**src/rtl/nfc_stim_pkg.sv**
```systemverilog
// Shared types and default parameters for the NFC stimulus generator.
// Optional build macro: NFC_STIM_MANCHESTER_EN (Manchester bit coding).
package nfc_stim_pkg;

    typedef enum logic [1:0] {
        ST_IDLE = 2'd0,
        ST_SEND = 2'd1,
        ST_GAP  = 2'd2
    } nfc_state_t;

    localparam int CARRIER_DIV_DEF = 2;
    localparam int BIT_DIV_DEF     = 8;
    localparam int FRAME_W_DEF     = 16;
    localparam int DEPTH_DEF       = 4;
    localparam int GAP_BITS_DEF    = 1;

    // Counter width that stays legal when the terminal count is 0 or 1.
    function automatic int cnt_w(input int n);
        return (n > 1) ? $clog2(n) : 1;
    endfunction

endpackage

```
**src/rtl/nfc_stim_fifo.sv**
```systemverilog
// Frame FIFO holding {dir, data} entries; read data is shown combinationally at the head.
module nfc_stim_fifo
    import nfc_stim_pkg::*;
#(
    parameter int WIDTH = FRAME_W_DEF + 1,
    parameter int DEPTH = DEPTH_DEF
) (
    input  logic             clk,
    input  logic             rst,
    input  logic             push,
    input  logic             pop,
    input  logic [WIDTH-1:0] wr_data,
    output logic [WIDTH-1:0] rd_data,
    output logic             full,
    output logic             empty
);
    localparam int AW = cnt_w(DEPTH);
    localparam int CW = $clog2(DEPTH + 1);
    localparam logic [AW-1:0] PTR_LAST = AW'(DEPTH - 1);

    logic [WIDTH-1:0] mem [DEPTH];
    logic [AW-1:0]    wptr;
    logic [AW-1:0]    rptr;
    logic [CW-1:0]    count;
    logic             do_push;
    logic             do_pop;

    assign full    = (count == CW'(DEPTH));
    assign empty   = (count == '0);
    assign do_push = push && !full;
    assign do_pop  = pop && !empty;
    assign rd_data = mem[rptr];

    always_ff @(posedge clk) begin
        if (rst) begin
            wptr  <= '0;
            rptr  <= '0;
            count <= '0;
        end else begin
            if (do_push) wptr <= (wptr == PTR_LAST) ? '0 : wptr + 1'b1;
            if (do_pop)  rptr <= (rptr == PTR_LAST) ? '0 : rptr + 1'b1;
            case ({do_push, do_pop})
                2'b10:   count <= count + 1'b1;
                2'b01:   count <= count - 1'b1;
                default: count <= count;
            endcase
        end
    end

    // Storage carries no reset; validity is tracked by count alone.
    always_ff @(posedge clk) begin
        if (do_push) mem[wptr] <= wr_data;
    end

endmodule

```
**src/rtl/nfc_stim_gen.sv**
```systemverilog
// NFC stimulus generator: free-running carrier plus queued frames serialised MSB first onto tx or rx.
// Build macro NFC_STIM_MANCHESTER_EN selects Manchester coding instead of NRZ.
module nfc_stim_gen
    import nfc_stim_pkg::*;
#(
    parameter int CARRIER_DIV = CARRIER_DIV_DEF,
    parameter int BIT_DIV     = BIT_DIV_DEF,
    parameter int FRAME_W     = FRAME_W_DEF,
    parameter int DEPTH       = DEPTH_DEF,
    parameter int GAP_BITS    = GAP_BITS_DEF
) (
    input  logic               clk,
    input  logic               rst,
    input  logic [FRAME_W-1:0] frame_data,
    input  logic               frame_dir,
    input  logic               frame_valid,
    output logic               frame_ready,
    output logic               carrier,
    output logic               tx,
    output logic               rx,
    output logic               busy,
    output logic               done,
    output nfc_state_t         fsm_state
);
    localparam int CW      = cnt_w(CARRIER_DIV);
    localparam int DW      = cnt_w(BIT_DIV);
    localparam int BW      = cnt_w(FRAME_W);
    localparam int GAP_CYC = GAP_BITS * BIT_DIV;
    localparam int GW      = cnt_w(GAP_CYC);

    localparam logic [CW-1:0] CAR_LAST = CW'(CARRIER_DIV - 1);
    localparam logic [DW-1:0] DIV_LAST = DW'(BIT_DIV - 1);
    localparam logic [BW-1:0] BIT_LAST = BW'(FRAME_W - 1);
    localparam logic [GW-1:0] GAP_LAST = GW'((GAP_CYC > 0) ? GAP_CYC - 1 : 0);

`ifdef NFC_STIM_MANCHESTER_EN
    localparam logic [DW-1:0] HALF = DW'(BIT_DIV / 2);
    if (BIT_DIV % 2 != 0) begin : g_bit_div_even
        $error("nfc_stim_gen: BIT_DIV must be even for Manchester coding");
    end
`endif

    logic [CW-1:0]      car_cnt;
    nfc_state_t         state, state_n;
    logic [DW-1:0]      div_cnt, div_n;
    logic [BW-1:0]      bit_cnt, bit_n;
    logic [GW-1:0]      gap_cnt, gap_n;
    logic [FRAME_W-1:0] shreg, sh_n;
    logic               dir_r, dir_n;
    logic               lvl, drive, line_n, done_n;
    logic               push, pop, full, empty;
    logic [FRAME_W:0]   rd_data;

    assign frame_ready = !full;
    assign push        = frame_valid && frame_ready;
    assign busy        = (state != ST_IDLE);
    assign fsm_state   = state;

    nfc_stim_fifo #(.WIDTH(FRAME_W + 1), .DEPTH(DEPTH)) u_fifo (
        .clk     (clk),
        .rst     (rst),
        .push    (push),
        .pop     (pop),
        .wr_data ({frame_dir, frame_data}),
        .rd_data (rd_data),
        .full    (full),
        .empty   (empty)
    );

    always_ff @(posedge clk) begin
        if (rst) begin
            car_cnt <= '0;
            carrier <= 1'b0;
        end else if (car_cnt == CAR_LAST) begin
            car_cnt <= '0;
            carrier <= ~carrier;
        end else begin
            car_cnt <= car_cnt + 1'b1;
        end
    end

    // Next-cycle line level is computed here so tx/rx leave a flop.
    always_comb begin
        state_n = state;
        div_n   = div_cnt;
        bit_n   = bit_cnt;
        gap_n   = gap_cnt;
        sh_n    = shreg;
        dir_n   = dir_r;
        lvl     = 1'b0;
        drive   = 1'b0;
        done_n  = 1'b0;
        pop     = 1'b0;
        case (state)
            ST_IDLE: begin
                if (!empty) begin
                    pop     = 1'b1;
                    state_n = ST_SEND;
                    sh_n    = rd_data[FRAME_W-1:0];
                    dir_n   = rd_data[FRAME_W];
                    div_n   = '0;
                    bit_n   = '0;
                    lvl     = rd_data[FRAME_W-1];
                    drive   = 1'b1;
                end
            end
            ST_SEND: begin
                if (div_cnt == DIV_LAST) begin
                    div_n = '0;
                    if (bit_cnt == BIT_LAST) begin
                        done_n  = 1'b1;
                        bit_n   = '0;
                        state_n = (GAP_BITS == 0) ? ST_IDLE : ST_GAP;
                    end else begin
                        bit_n = bit_cnt + 1'b1;
                        sh_n  = shreg << 1;
                        lvl   = sh_n[FRAME_W-1];
                        drive = 1'b1;
                    end
                end else begin
                    div_n = div_cnt + 1'b1;
                    lvl   = shreg[FRAME_W-1];
                    drive = 1'b1;
                end
            end
            ST_GAP: begin
                if (gap_cnt == GAP_LAST) begin
                    gap_n   = '0;
                    state_n = ST_IDLE;
                end else begin
                    gap_n = gap_cnt + 1'b1;
                end
            end
            default: state_n = ST_IDLE;
        endcase
`ifdef NFC_STIM_MANCHESTER_EN
        line_n = drive & ((div_n < HALF) ? lvl : ~lvl);
`else
        line_n = drive & lvl;
`endif
    end

    always_ff @(posedge clk) begin
        if (rst) begin
            state   <= ST_IDLE;
            div_cnt <= '0;
            bit_cnt <= '0;
            gap_cnt <= '0;
            shreg   <= '0;
            dir_r   <= 1'b0;
            tx      <= 1'b0;
            rx      <= 1'b0;
            done    <= 1'b0;
        end else begin
            state   <= state_n;
            div_cnt <= div_n;
            bit_cnt <= bit_n;
            gap_cnt <= gap_n;
            shreg   <= sh_n;
            dir_r   <= dir_n;
            tx      <= dir_n & line_n;
            rx      <= ~dir_n & line_n;
            done    <= done_n;
        end
    end

endmodule
```
**config.mk**
```make
export PLATFORM = sky130hd
export DESIGN_NAME = nfc_stim_gen
export DESIGN_NICKNAME = d
export VERILOG_FILES = /design/src/rtl/nfc_stim_pkg.sv /design/src/rtl/nfc_stim_fifo.sv /design/src/rtl/nfc_stim_gen.sv
export SDC_FILE = /design/constraint.sdc
export NUM_CORES = 1
export LEC_CHECK = 0
export BUFFER_PORTS_ARGS = -buffer_cell sky130_fd_sc_hd__buf_2
export CAP_MARGIN = 5
export CORE_AREA = 4 4 118 120
export DETAILED_ROUTE_END_ITERATION = 10
export DIE_AREA = 0 0 122 124
export PLACE_DENSITY = 0.46
export REMOVE_ABC_BUFFERS = 1
export SLEW_MARGIN = 20
export SYNTH_ARGS = -nofsm -noshare
export SYNTH_HDL_FRONTEND = slang
export SYNTH_HIERARCHICAL = 1
export SYNTH_SLANG_ARGS = --single-unit
```
**constraint.sdc**
```tcl
create_clock -name clk -period 3.4 [get_ports clk]
set_input_delay 0.51 -clock clk [delete_from_list [all_inputs] [get_ports clk]]
set_output_delay 0.51 -clock clk [all_outputs]
set_load 0.02 [all_outputs]
```
# Word level (Yosys, flattened, before mapping)

Memories as Yosys holds them, arrays and structs flattened. A register that Yosys moved wholly into a read port is not among the register bits.
Cells that the tools add are included.
Widths: inputs -> output; s select.

Bits in registers: 41
Latch bits: 0
Bits in writable memories: 68
ROM bits: 0
Logic and storage cells: 97
Memories kept: 1

Add/sub/neg operators: 8
$mul: 0
Divide/modulo/power cells: 0
Magnitude comparators: 0
Eq/ne operators: 15
Shifts and indexed selects: 0
Mux-type cells: 36
Bitwise operators: 7
Reductions and logical operators: 16

Memories:

| memory     | words | width | read ports | clocked after Yosys merged registers in | wr ports | line                | source |
|---|---|---|---|---|---|---|---|
| u_fifo.mem | 4     | 17    | 1          | 1                                       | 1        | nfc_stim_fifo.sv:21 | `logic [WIDTH-1:0] mem [DEPTH];` |

Operators with widths:

| operator            | number |
|---|---|
| $mux 16             | 3 |
| $pmux 16 s2         | 1 |
| $mux 2              | 8 |
| $mux 1              | 12 |
| $mux 4              | 3 |
| $pmux 3 s2          | 2 |
| $ne 2x2->1 const B  | 5 |
| $add 3x1->3 const B | 3 |
| $eq 3x3->1 const B  | 3 |
| $mux 3              | 3 |
| $eq 2x2->1 const B  | 4 |
| $pmux 4 s2          | 1 |
| $reduce_and 4->1    | 2 |
| $pmux 2 s3          | 1 |
| $reduce_bool 2->1   | 3 |
| $add 2x1->2 const B | 2 |
| $add 4x1->4 const B | 1 |
| $eq 2x1->1 const B  | 2 |
| $eq 4x4->1 const B  | 1 |
| $not 1->1           | 4 |
| $pmux 1 s2          | 2 |
| $and 1x1->1         | 3 |
| $logic_and 1x1->1   | 3 |
| $logic_not 3->1     | 1 |
| 8 further kinds     | 9 |

# Depth between registers and ports, before layout

Gate-level depths: netlist of the first run.

Depth in word-level cells: 6
Mapped depth: 12

# Hierarchy

The synthesis of the first run kept the hierarchy.

Modules (own cells, without submodules):

| module        | instances | cells an instance | area each (µm²) | sequential area each (µm²) |
|---|---|---|---|---|
| nfc_stim_fifo | 1         | 143               | 2949.1          | 2222.1 |
| nfc_stim_gen  | 1         | 177               | 1488.9          | 680.7 |

# Worst setup path after synthesis of the first run

Ideal clock, no wire load.

Kind: register to register
Start: register state[0], in the netlist fsm_state[0]
End: register u_fifo.count[2]
Setup time: 70 ps
Data arrival time: 2556 ps
Required time: 3330 ps
Slack: 774 ps
Stages on the path, launching flop included: 12
Period minus slack after synthesis: 2626 ps
Cell sequence: dfxtp_1 -> buf_4 -> or2_2 -> nor2_1 -> o31ai_1 -> inv_1 -> ha_1 -> inv_1 -> fa_1 -> xor2_1 -> or3_2 -> a21oi_1

Cells in the longest elaborated chain, start to end: 5
Elaborated cells between the ends (all ways): 7

Ends and longest elaborated chain:

| element                                         | line                | source |
|---|---|---|
| start, declared                                 | nfc_stim_gen.sv:44  | `nfc_state_t state, state_n;` |
| start signal, assigned                          | nfc_stim_gen.sv:155 | `state <= state_n;` |
| $logic_not 2->1 (*)                             | nfc_stim_gen.sv:94  | `case (state)` |
| $mux 1 (*)                                      | nfc_stim_gen.sv:94  |  |
| via pop                                         | nfc_stim_gen.sv:51  | `logic push, pop, full, empty;` |
| $logic_and 1x1->1 (*)                           | nfc_stim_fifo.sv:31 | `assign do_pop = pop && !empty;` |
| $eq 2x1->1 or $eq 2x2->1 (tied branches)        | nfc_stim_fifo.sv:42 | `case ({do_push, do_pop})` |
| $pmux 3 s2 or $reduce_bool 2->1 (tied branches) | --                  |  |
| end signal, assigned                            | nfc_stim_fifo.sv:43 | `2'b10: count <= count + 1'b1;` |
| end signal, assigned                            | nfc_stim_fifo.sv:44 | `2'b01: count <= count - 1'b1;` |
| end signal, assigned                            | nfc_stim_fifo.sv:45 | `default: count <= count;` |
| end, declared                                   | nfc_stim_fifo.sv:24 | `logic [CW-1:0] count;` |

The timed path passes the listed nets; every way through them passes the cells marked *.
A chain may end at the register's enable or synchronous reset.

# Worst setup path after layout of the first run

Start: register u_fifo.count[2]
End: register u_fifo.count[2]

Cells in the longest elaborated chain, start to end: 6
Elaborated cells between the ends (all ways): 15

Ends and longest elaborated chain:

| element                                         | line                | source |
|---|---|---|
| $eq 3x3->1 (*)                                  | nfc_stim_fifo.sv:28 | `assign full = (count == CW'(DEPTH));` |
| via full                                        | nfc_stim_gen.sv:51  |  |
| $logic_not 1->1 (*)                             | nfc_stim_gen.sv:54  | `assign frame_ready = !full;` |
| $logic_and 1x1->1 (*)                           | nfc_stim_gen.sv:55  | `assign push = frame_valid && frame_ready;` |
| via push                                        | nfc_stim_gen.sv:51  |  |
| $logic_and 1x1->1 (*)                           | nfc_stim_fifo.sv:30 | `assign do_push = push && !full;` |
| $eq 2x1->1 or $eq 2x2->1 (tied branches)        | nfc_stim_fifo.sv:42 |  |
| $pmux 3 s2 or $reduce_bool 2->1 (tied branches) | --                  |  |

Marks and branches as above.

==> results of run 1 <==
==> cell type report <==
cell class	instances	area share, %
Tap cell	176	4.41
Clock buffer	13	5.01
Sequential cell	111	58.1
Inverter	10	0.751
Multi-Input combinational cell	179	27.7
Timing Repair Buffer	32	3.46
Clock inverter	3	0.526
==> logic make-up after synthesis <==
family                   Yosys count  share of synthesized area (%)
adder cells (fa/ha/maj)           12                           3.55
XOR/XNOR                           3                          0.592
flip-flops                       111                           65.4
AO/OA/AOI/OAI                     42                           7.13
buffers and inverters             30                           3.36
AND/OR/NAND/NOR                  101                           10.4
multiplexers                      21                           9.53
==> stage by stage <==
step	worst slack [ps]	instances	cell area, um2	utilization, %
floorplan	833	300	4330	-
global placement	788	508	4720	36.4
detailed placement	716	508	4720	36.4
CTS	684	524	5000	38.5
global route	509	524	5000	38.5
finish	697	524	5000	38.5
==> final timing paths <==
check	start	to
min	frame_data[5]	u_fifo/mem[2][5]$_DFFE_PP_
min reg2reg	car_cnt$_SDFF_PP0_	car_cnt$_SDFF_PP0_
max reg2reg	u_fifo/count[2]$_SDFFE_PP0P_	u_fifo/count[2]$_SDFFE_PP0P_
max	u_fifo/count[2]$_SDFFE_PP0P_	u_fifo/count[2]$_SDFFE_PP0P_
==> flip-flops by register name, indices dropped and copies added, names as in the netlist, 2 cells and up, named ones only <==
register,cells
u_fifo/mem,68
shreg,16
bit_cnt,4
div_cnt,3
gap_cnt,3
u_fifo/count,3
fsm_state,2
u_fifo/rptr,2
u_fifo/wptr,2
==> report_power, final <==
part / switching (mW) / internal, mW / total (mW)
Combinational: 0.640 / 0.470 / 1.11
Sequential: 0.152 / 1.70 / 1.85
Clock: 0.463 / 0.525 / 0.988
Total: 1.25 / 2.70 / 3.95
==> layout by cell type, fill, tap and decap left out, types with 2 or more instances in the layout <==
cell / count
edfxtp_1: 68
dfxtp_1: 43
nand2_1: 38
nor2_1: 33
buf_2: 27
mux4_2: 17
a311oi_1: 16
a21oi_1: 12
ha_1: 11
inv_1: 10
clkbuf_16: 9
nor3_1: 5
buf_4: 5
mux2i_1: 4
nand2b_1: 3
a21o_1: 3
nand3_1: 3
clkbuf_1: 3
and3_2: 3
or2_2: 2
nor2b_1: 2
and3_1: 2
a22oi_1: 2
o21ai_0: 2
nand4b_1: 2
inv_6: 2
xor2_1: 2
==> metal layers <==
metal  vias up  global-route usage, %
met5         -                      0
met1      1226                   14.8
li1       1227                      -
met3         9                   4.41
met4         0                   2.94
met2        35                   18.9
==> results.py, run 1 <==
metrics = {
    "worst_setup_path": {
        "cp-start-kind": "register",
        "critPathSlowestCell": "or3b_1",
        "crit_fanout": 9,
        "crit_required_ps": 3670,
        "cp_common_cell": "inv_1",
        "rrSetupSlack_ps": 700,
        "cp.depth": 11,
        "cp.arrival_ps": 2970,
        "path_cells": "or3b_1, inv_1, nor2b_1, and2_4, inv_1, ha_1, inv_1, fa_1, xor2_1, or3_2, a21oi_1",
        "cp_top_family": "simple AND/OR/NAND/NOR gates",
        "crit_path_end_kind": "register",
        "worstSetupPathType": "register to register",
        "crit_path_max_incr_delay_ps": 490,
        "r2r_cells": 11,
        "cp.buffers_inverters": 3,
    },
    "drt": {
        "route.detailed.drc": 0,
        "vias_per_cell": 4.77,
        "routedWlPerCell_um": 15.3,
        "antenna_left": 0,
        "routed.top_layer": "met4",
        "wl_met2_um": 3850,
        "routed_wl_um": 8010,
        "first_pass_iters": 4,
        "drtIter0Drc": 163,
        "met1_length_um": 3740,
        "route.met3.wl_um": 316,
        "vias": 2497,
    },
    "logic_synthesis": {
        "synth_top_area_share_pct": 46.0,
        "synthFlopType": "edfxtp_1",
        "synth_largest_area_cell": "edfxtp_1",
        "synth_edf_count": 68,
        "synth.area.top_cells": "edfxtp_1, dfxtp_1, mux4_2, nand2_1, a311oi_1",
        "syn-instance-count": 320,
        "synth_area_um2": 4440,
        "yosys_warnings": 6,
        "synth.avg_cell_area_um2": 13.9,
        "async_flop_share_pct": 0,
        "ys_ff_latch": 111,
        "synth_cell_type_count": 43,
        "synth_most_common_cell": "edfxtp_1",
        "ys_seq_area_share_pct": 65.4,
        "synth_common_cells": "edfxtp_1, dfxtp_1, nand2_1",
    },
    "run": {
        "drv_cap": 0,
    },
    "power_and_ir_drop": {
        "cellPowerDensity_nw_per_um2": 791,
        "ir_drop_mv": 0.315,
        "p_leak_nw": 1.78,
        "total_power_mw": 3.95,
    },
    "timing": {
        "max_clock_freq_mhz": 370,
        "rsz0062_at_grt": "false",
        "final-max-slew-violation-count": 0,
        "hold_violations": 0,
        "relSlewSlack_pct": 45.8,
        "min_period_over_period_pct": 79.5,
        "setup_tns_ps": 0,
        "finalSetupViolCount": 0,
        "period_needed_ps": 2700,
        "max_slew.worst_pin.slew_ps": 813,
        "whs_ps": 369,
        "fin_worst_skew_ps": 7.64,
    },
    "place": {
        "place.gp.congestion": 0.719,
        "dp_hpwl_um": 5060,
        "port-buffer-count": 27,
    },
    "clocking": {
        "cts.path.max_buffers": 2,
        "tritoncts": "built",
        "htreeDepth": 3,
        "ctsHoldBuffers": 0,
        "post_cts_buffers": 0,
        "root_buffer": "clkbuf_16",
        "clk_pin_slew_ps": 70,
        "cts_resized": 0,
        "clock_latency_ps": 350,
        "cts_num_sinks": 111,
        "cts_buffers": 9,
    },
    "global_routing": {
        "grt_pass1_vias": 2476,
        "grt_max_degree": 44,
        "antenna_found_initial": 0,
        "track_usage_pct": 11.7,
        "grt_pass1_wl_um": 13100,
        "overflow": 0,
    },
    "cells_and_area": {
        "fill_cells": 1272,
        "antenna-diode-count": 0,
        "multi_input_area_um2": 1390,
        "seqCellArea_um2": 2900,
        "num-nets-final": 375,
        "drive_gt1_share_pct": 20.4,
        "syn_to_final_growth_pct": 12.6,
    },
    "floorplanning": {
        "start_util_pct": 34.2,
        "core_area_um2": 13000,
        "die-area_um2": 15100,
        "rows": 42,
        "die_w_um": 122,
        "die_y_um": 124,
        "pin_count": 28,
    },
    "status": {
        "status": "finished, final reports clean",
    },
    "hold_path": {
        "hp-class": "primary input to register",
        "worstHoldPathCells": 1,
    },
}
(Power assumes the default switching activity.)
==> run 2, diff against run 1 <==
- ABC_AREA: default -> 1
- CORE_AREA: 4 4 118 120 -> 4 4 121 123
- DIE_AREA: 0 0 122 124 -> 0 0 125 127
- clock period: 3.4 -> 2.5 ns (I/O delays scaled with it)
==> run 2 against run 1 <==
  * Non-clock buffer count grew 4
  * Die area up 4.9%
  * Synthesized cell count grew 49%
  * Fmax increased by 23%
  * Clock skew rose by 2.7 ps
  * Critical path type unchanged
  * Critical endpoint unchanged
  * Largest power group unchanged
==> results.py, run 2 <==
metrics = {
    "cells_and_area": {
        "final_cell_area_um2": 5260,
        "fin_cells": 691,
        "fin_util_pct": 38.5,
        "final_cell_mix": "nor2_1, nand2_1, edfxtp_1",
        "fill_cells": 1384,
        "largest_register_ffs": 68,
        "drive_gt1_share_pct": 13.1,
        "antenna-diode-count": 0,
        "largestRegisters": "u_fifo/mem: 68 flops, shreg: 16 flops, bit_cnt: 4 flops",
        "syn_to_final_growth_pct": 12.2,
        "top_register": "u_fifo/mem",
        "final_common_cell": "nor2_1",
        "num-nets-final": 538,
    },
    "hold_path": {
        "worstHoldEndpoint": "u_fifo/mem[1][2]$_DFFE_PP_",
        "worstHoldStart": "frame_data[2]",
        "hp-class": "primary input to register",
        "worstHoldPathCells": 1,
    },
    "worst_setup_path": {
        "r2r-end": "u_fifo/count[2]$_SDFFE_PP0P_",
        "reg2reg_from": "u_fifo/count[2]$_SDFFE_PP0P_",
        "path_cells": "inv_1, nand2_1, inv_1, inv_1, nand2_2, inv_2, inv_1, nor2_1, ha_1, inv_1, fa_1, nand2_1, nand3_1, nand2_1, inv_1, nor2_1",
        "critPathSlowestCell": "fa_1",
        "crit_path_max_incr_delay_ps": 390,
        "cp.arrival_ps": 2490,
        "rrSetupSlack_ps": 300,
        "crit_fanout": 8,
        "crit_required_ps": 2790,
        "cp-start-kind": "register",
        "cp.buffers_inverters": 7,
        "cp_top_family": "simple AND/OR/NAND/NOR gates",
        "crit_path_end_kind": "register",
        "cp_common_cell": "inv_1",
        "r2r_cells": 16,
        "worstSetupPathType": "register to register",
    },
    "logic_synthesis": {
        "synthMuxAreaShare_pct": 0,
        "synth_edf_count": 68,
        "synth_top_family_by_area": "simple AND/OR/NAND/NOR gates",
        "synth_most_common_cell": "nor2_1",
        "syn-instance-count": 477,
        "synth_largest_area_cell": "edfxtp_1",
        "ys_ff_latch": 111,
        "synth_simple_gate_area_share_pct": 17.0,
        "synthFlopType": "edfxtp_1",
        "synth_cell_type_count": 30,
        "synth-adder-area-share_pct": 3.36,
        "synth.area.top_cells": "edfxtp_1, dfxtp_1, nor2_1, nand2_1, o21ai_0",
        "synth_xor_area_share_pct": 0.187,
        "synth_common_cells": "nor2_1, nand2_1, edfxtp_1",
        "ys_seq_area_share_pct": 61.9,
        "synth_compound_area_share_pct": 10.3,
        "yosys_warnings": 6,
        "async_flop_share_pct": 0,
        "synth_top_area_share_pct": 43.6,
        "synth.avg_cell_area_um2": 9.82,
        "synth_area_um2": 4690,
    },
    "timing": {
        "finalSetupViolCount": 0,
        "finalWorstSetupSlack_ps": 304,
        "period_needed_ps": 2200,
        "max_clock_freq_mhz": 455,
        "rsz0062_at_grt": "false",
        "fin_worst_skew_ps": 10.3,
        "min_period_over_period_pct": 87.9,
        "hold_violations": 0,
        "max_slew.worst_pin.slew_ps": 370,
        "relSlewSlack_pct": 75.1,
        "setup_tns_ps": 0,
        "final-max-slew-violation-count": 0,
    },
    "floorplanning": {
        "die_y_um": 127,
        "pin_count": 28,
        "die_w_um": 125,
        "die-area_um2": 15900,
        "rows": 43,
        "core_area_um2": 13700,
        "start_util_pct": 34.3,
    },
    "global_routing": {
        "busiest_layer": "met2",
        "grt_max_degree": 35,
        "gr-usage-met2_pct": 20.9,
        "use_met3_pct": 2.34,
        "grt_use_met1_pct": 15.8,
        "antenna_found_initial": 0,
        "grt_pass1_wl_um": 15600,
        "track_usage_pct": 12.7,
        "grt_pass1_vias": 3015,
        "overflow": 0,
    },
    "drt": {
        "antenna_left": 0,
        "vias": 3216,
        "route.detailed.drc": 0,
        "first_pass_iters": 4,
        "vias_per_cell": 4.65,
        "drtIter0Drc": 164,
        "routed_wl_um": 9640,
        "routedWlPerCell_um": 13.9,
    },
    "clocking": {
        "htreeDepth": 3,
        "clock_latency_ps": 360,
        "cts_buffers": 9,
        "cts.path.max_buffers": 2,
        "cts_num_sinks": 111,
        "tritoncts": "built",
        "clk_pin_slew_ps": 80,
        "root_buffer": "clkbuf_16",
    },
    "place": {
        "dp_hpwl_um": 5980,
        "pre_cts_ws_ps": 240,
        "place_area_um2": 4970,
        "port-buffer-count": 27,
        "place.gp.congestion": 0.710,
        "dp_cells": 675,
    },
    "run": {
        "drv_cap": 0,
    },
    "status": {
        "status": "finished, final reports clean",
    },
    "power_and_ir_drop": {
        "ir_drop_mv": 0.373,
        "p_leak_nw": 2.13,
        "cellPowerDensity_nw_per_um2": 1110,
    },
}
## run 2: worst max path at each step
stage | from | to | slack [ps] | cells past startpoint
detailed placement | u_fifo/count[2]$_SDFFE_PP0P_ | u_fifo/count[2]$_SDFFE_PP0P_ | 240 | 16
CTS | u_fifo/count[2]$_SDFFE_PP0P_ | u_fifo/count[2]$_SDFFE_PP0P_ | 220 | 16
finish | u_fifo/count[2]$_SDFFE_PP0P_ | u_fifo/count[2]$_SDFFE_PP0P_ | 300 | 16
global placement | u_fifo/count[1]$_SDFFE_PP0P_ | u_fifo/count[2]$_SDFFE_PP0P_ | 320 | 17
global route | u_fifo/count[2]$_SDFFE_PP0P_ | u_fifo/count[2]$_SDFFE_PP0P_ | 50 | 16
floorplan | u_fifo/count[2]$_SDFFE_PP0P_ | u_fifo/count[2]$_SDFFE_PP0P_ | 490 | 17
## run 2: timing repair
action / CTS / global route
gates resized for setup: 0 / 1
setup buffers: 0 / 0
hold buffers: 0 / 0
endpoints found under the setup margin: 0 / 1
## run 2: cells by family (layout without fill, tap and decap cells)
logic type | after synthesis | count (layout)
buffers and inverters | 68 | 102
adders and majority gates | 12 | 12
AOI/OAI and AO/OA | 91 | 91
and+or+nand+nor | 194 | 194
DFF | 111 | 111
xor gates and xnor gates | 1 | 1
## run 2: where the power goes
part	internal [mW]	switching, mW	total, mW
registers	2.30	0.132	2.43
clock network	0.719	0.697	1.42
logic	0.623	1.38	2.00
total	3.64	2.21	5.85
## run 2: layout make-up
class                      instances  area, um2  share of cell area, %
timing repair buffer              36        203                   3.86
tap                              180        225                   4.28
clock inverter                     6       51.3                  0.976
multi-input combinational        298       1450                   27.5
clock buffer                      10        239                   4.55
inverter                          50        190                   3.62
sequential                       111       2900                   55.2
## run 2: routing by layer
metal  vias up  wire [um]
met4         0        212
met3        16        263
met5         -          0
li1       1639          -
met2        40       4470
met1      1521       4690
## run 2: stage by stage
step	hold WS, ps	total power, mW
after floorplan	408	3.87
after global placement	422	4.47
after detailed placement	437	4.49
after CTS	217	5.93
after global routing	228	6.31
final	230	5.85
==> run 3, diff against run 2 <==
- REMOVE_ABC_BUFFERS: 1 -> default
==> run 3 against run 2 <==
  * Fmax is 0.49% higher
  * Global-route usage hardly changed
  * Total power is 0.17% lower
  * Sequential cell count stayed put
  * Clock-buffer cell count is 1 higher
  * Largest cell class unchanged
  * Non-clock buffer count is 2 higher
  * Setup slack better by 11 ps
==> results.py, run 3 (synthesis results as in run 2) <==
metrics = {
    "worst_setup_path": {
        "r2r-end": "u_fifo/count[2]$_SDFFE_PP0P_",
        "cp-start-kind": "register",
        "r2r_cells": 16,
        "worstSetupPathType": "register to register",
        "crit_required_ps": 2790,
        "crit_fanout": 8,
        "crit_path_end_kind": "register",
        "reg2reg_from": "u_fifo/count[2]$_SDFFE_PP0P_",
        "cp.arrival_ps": 2470,
        "rrSetupSlack_ps": 310,
    },
    "cells_and_area": {
        "final_common_cell": "nor2_1",
        "num-nets-final": 540,
        "drive_gt1_share_pct": 13.1,
        "largest_register_ffs": 68,
        "syn_to_final_growth_pct": 12.4,
        "final_cell_mix": "nor2_1, nand2_1, edfxtp_1",
        "fin_util_pct": 38.5,
        "largestRegisters": "u_fifo/mem: 68 flops, shreg: 16 flops, bit_cnt: 4 flops",
        "antenna-diode-count": 0,
        "final_cell_area_um2": 5270,
        "fin_cells": 693,
        "top_register": "u_fifo/mem",
    },
    "place": {
        "place.gp.congestion": 0.726,
        "dp_hpwl_um": 6070,
        "port-buffer-count": 27,
        "dp_cells": 677,
        "place_area_um2": 4980,
        "pre_cts_ws_ps": 251,
    },
    "global_routing": {
        "grt_pass1_vias": 3033,
        "grt_pass1_wl_um": 15900,
        "grt_max_degree": 35,
        "antenna_found_initial": 0,
        "track_usage_pct": 12.6,
        "overflow": 0,
    },
    "timing": {
        "finalSetupViolCount": 0,
        "period_needed_ps": 2190,
        "final-max-slew-violation-count": 0,
        "max_slew.worst_pin.slew_ps": 352,
        "max_clock_freq_mhz": 458,
        "hold_violations": 0,
        "whs_ps": 247,
        "min_period_over_period_pct": 87.4,
        "setup_tns_ps": 0,
        "rsz0062_at_grt": "false",
        "finalWorstSetupSlack_ps": 314,
        "relSlewSlack_pct": 76.5,
        "fin_worst_skew_ps": 8.20,
    },
    "floorplanning": {
        "die-area_um2": 15900,
        "rows": 43,
        "die_y_um": 127,
        "pin_count": 28,
        "die_w_um": 125,
        "core_area_um2": 13700,
        "start_util_pct": 34.3,
    },
    "drt": {
        "antenna_left": 0,
        "vias_per_cell": 4.62,
        "routedWlPerCell_um": 13.7,
        "drtIter0Drc": 206,
        "routed_wl_um": 9480,
        "first_pass_iters": 4,
        "vias": 3204,
        "route.detailed.drc": 0,
    },
    "clocking": {
        "clock_latency_ps": 340,
        "root_buffer": "clkbuf_16",
        "cts.path.max_buffers": 2,
        "clk_pin_slew_ps": 70,
        "tritoncts": "built",
        "cts_num_sinks": 111,
        "htreeDepth": 3,
        "post_cts_buffers": 0,
        "cts_buffers": 9,
    },
    "hold_path": {
        "hp-class": "primary input to register",
        "worstHoldEndpoint": "u_fifo/mem[3][4]$_DFFE_PP_",
        "worstHoldPathCells": 1,
        "worstHoldStart": "frame_data[4]",
    },
    "logic_synthesis": {
        "syn_nets": 509,
    },
    "power_and_ir_drop": {
        "cellPowerDensity_nw_per_um2": 1110,
        "ir_drop_mv": 0.418,
        "total_power_mw": 5.84,
        "p_leak_nw": 2.14,
    },
    "run": {
        "drv_cap": 0,
    },
    "status": {
        "status": "finished, final reports clean",
    },
}
-- run 3: worst max-delay path, stage by stage (launching register included) --
cell and delay, ps:
dfxtp_1 370, inv_1 70, nand2_1 140, inv_1 70
inv_1 80, nand2_2 140, inv_2 140, inv_1 50
nor2_1 100, ha_1 170, inv_1 60, fa_1 370
nand2_1 100, nand3_1 70, nand2_1 60, inv_1 30
nor2_1 90
-- run 3: final cells by class --
class | instances | area (um2)
well taps | 180 | 225
flip-flops and latches | 111 | 2900
clock buffers | 11 | 233
fillers | 1386 | 8400
clock inverters | 5 | 50.0
repair buffers | 38 | 218
inverters | 50 | 190
multi-input cells | 298 | 1450
-- run 3: where the power goes --
group / internal [mW] / total (mW) / switching [mW] / leakage (nW)
sequential: 2.30 / 2.43 / 0.133 / 0.976
combinational: 0.637 / 2.02 / 1.38 / 1.02
clock: 0.771 / 1.39 / 0.616 / 0.143
-- run 3: timing repair --
action	in CTS	in global routing
hold buffers	0	0
setup endpoints to repair	0	1
gates resized for setup	0	1
-- run 3: worst max path at each step --
stage	depth (start not counted)	from	end
floorplan	17	u_fifo/count[2]$_SDFFE_PP0P_	u_fifo/count[2]$_SDFFE_PP0P_
global placement	17	u_fifo/count[2]$_SDFFE_PP0P_	u_fifo/count[2]$_SDFFE_PP0P_
detailed placement	16	u_fifo/count[2]$_SDFFE_PP0P_	u_fifo/count[2]$_SDFFE_PP0P_
CTS	16	u_fifo/count[2]$_SDFFE_PP0P_	u_fifo/count[2]$_SDFFE_PP0P_
global route	16	u_fifo/count[2]$_SDFFE_PP0P_	u_fifo/count[2]$_SDFFE_PP0P_
finish	16	u_fifo/count[2]$_SDFFE_PP0P_	u_fifo/count[2]$_SDFFE_PP0P_
-- run 3: routing by layer --
metal  vias to the layer above  share of wire (%)  routed length, um  GRT usage [%]
met5                         -                  0                  0              0
met4                         0                2.1                197           5.55
met3                        12                2.8                270           2.42
met2                        39                 45               4260           19.6
met1                      1506                 50               4750           17.2
li1                       1647                  -                  -              -
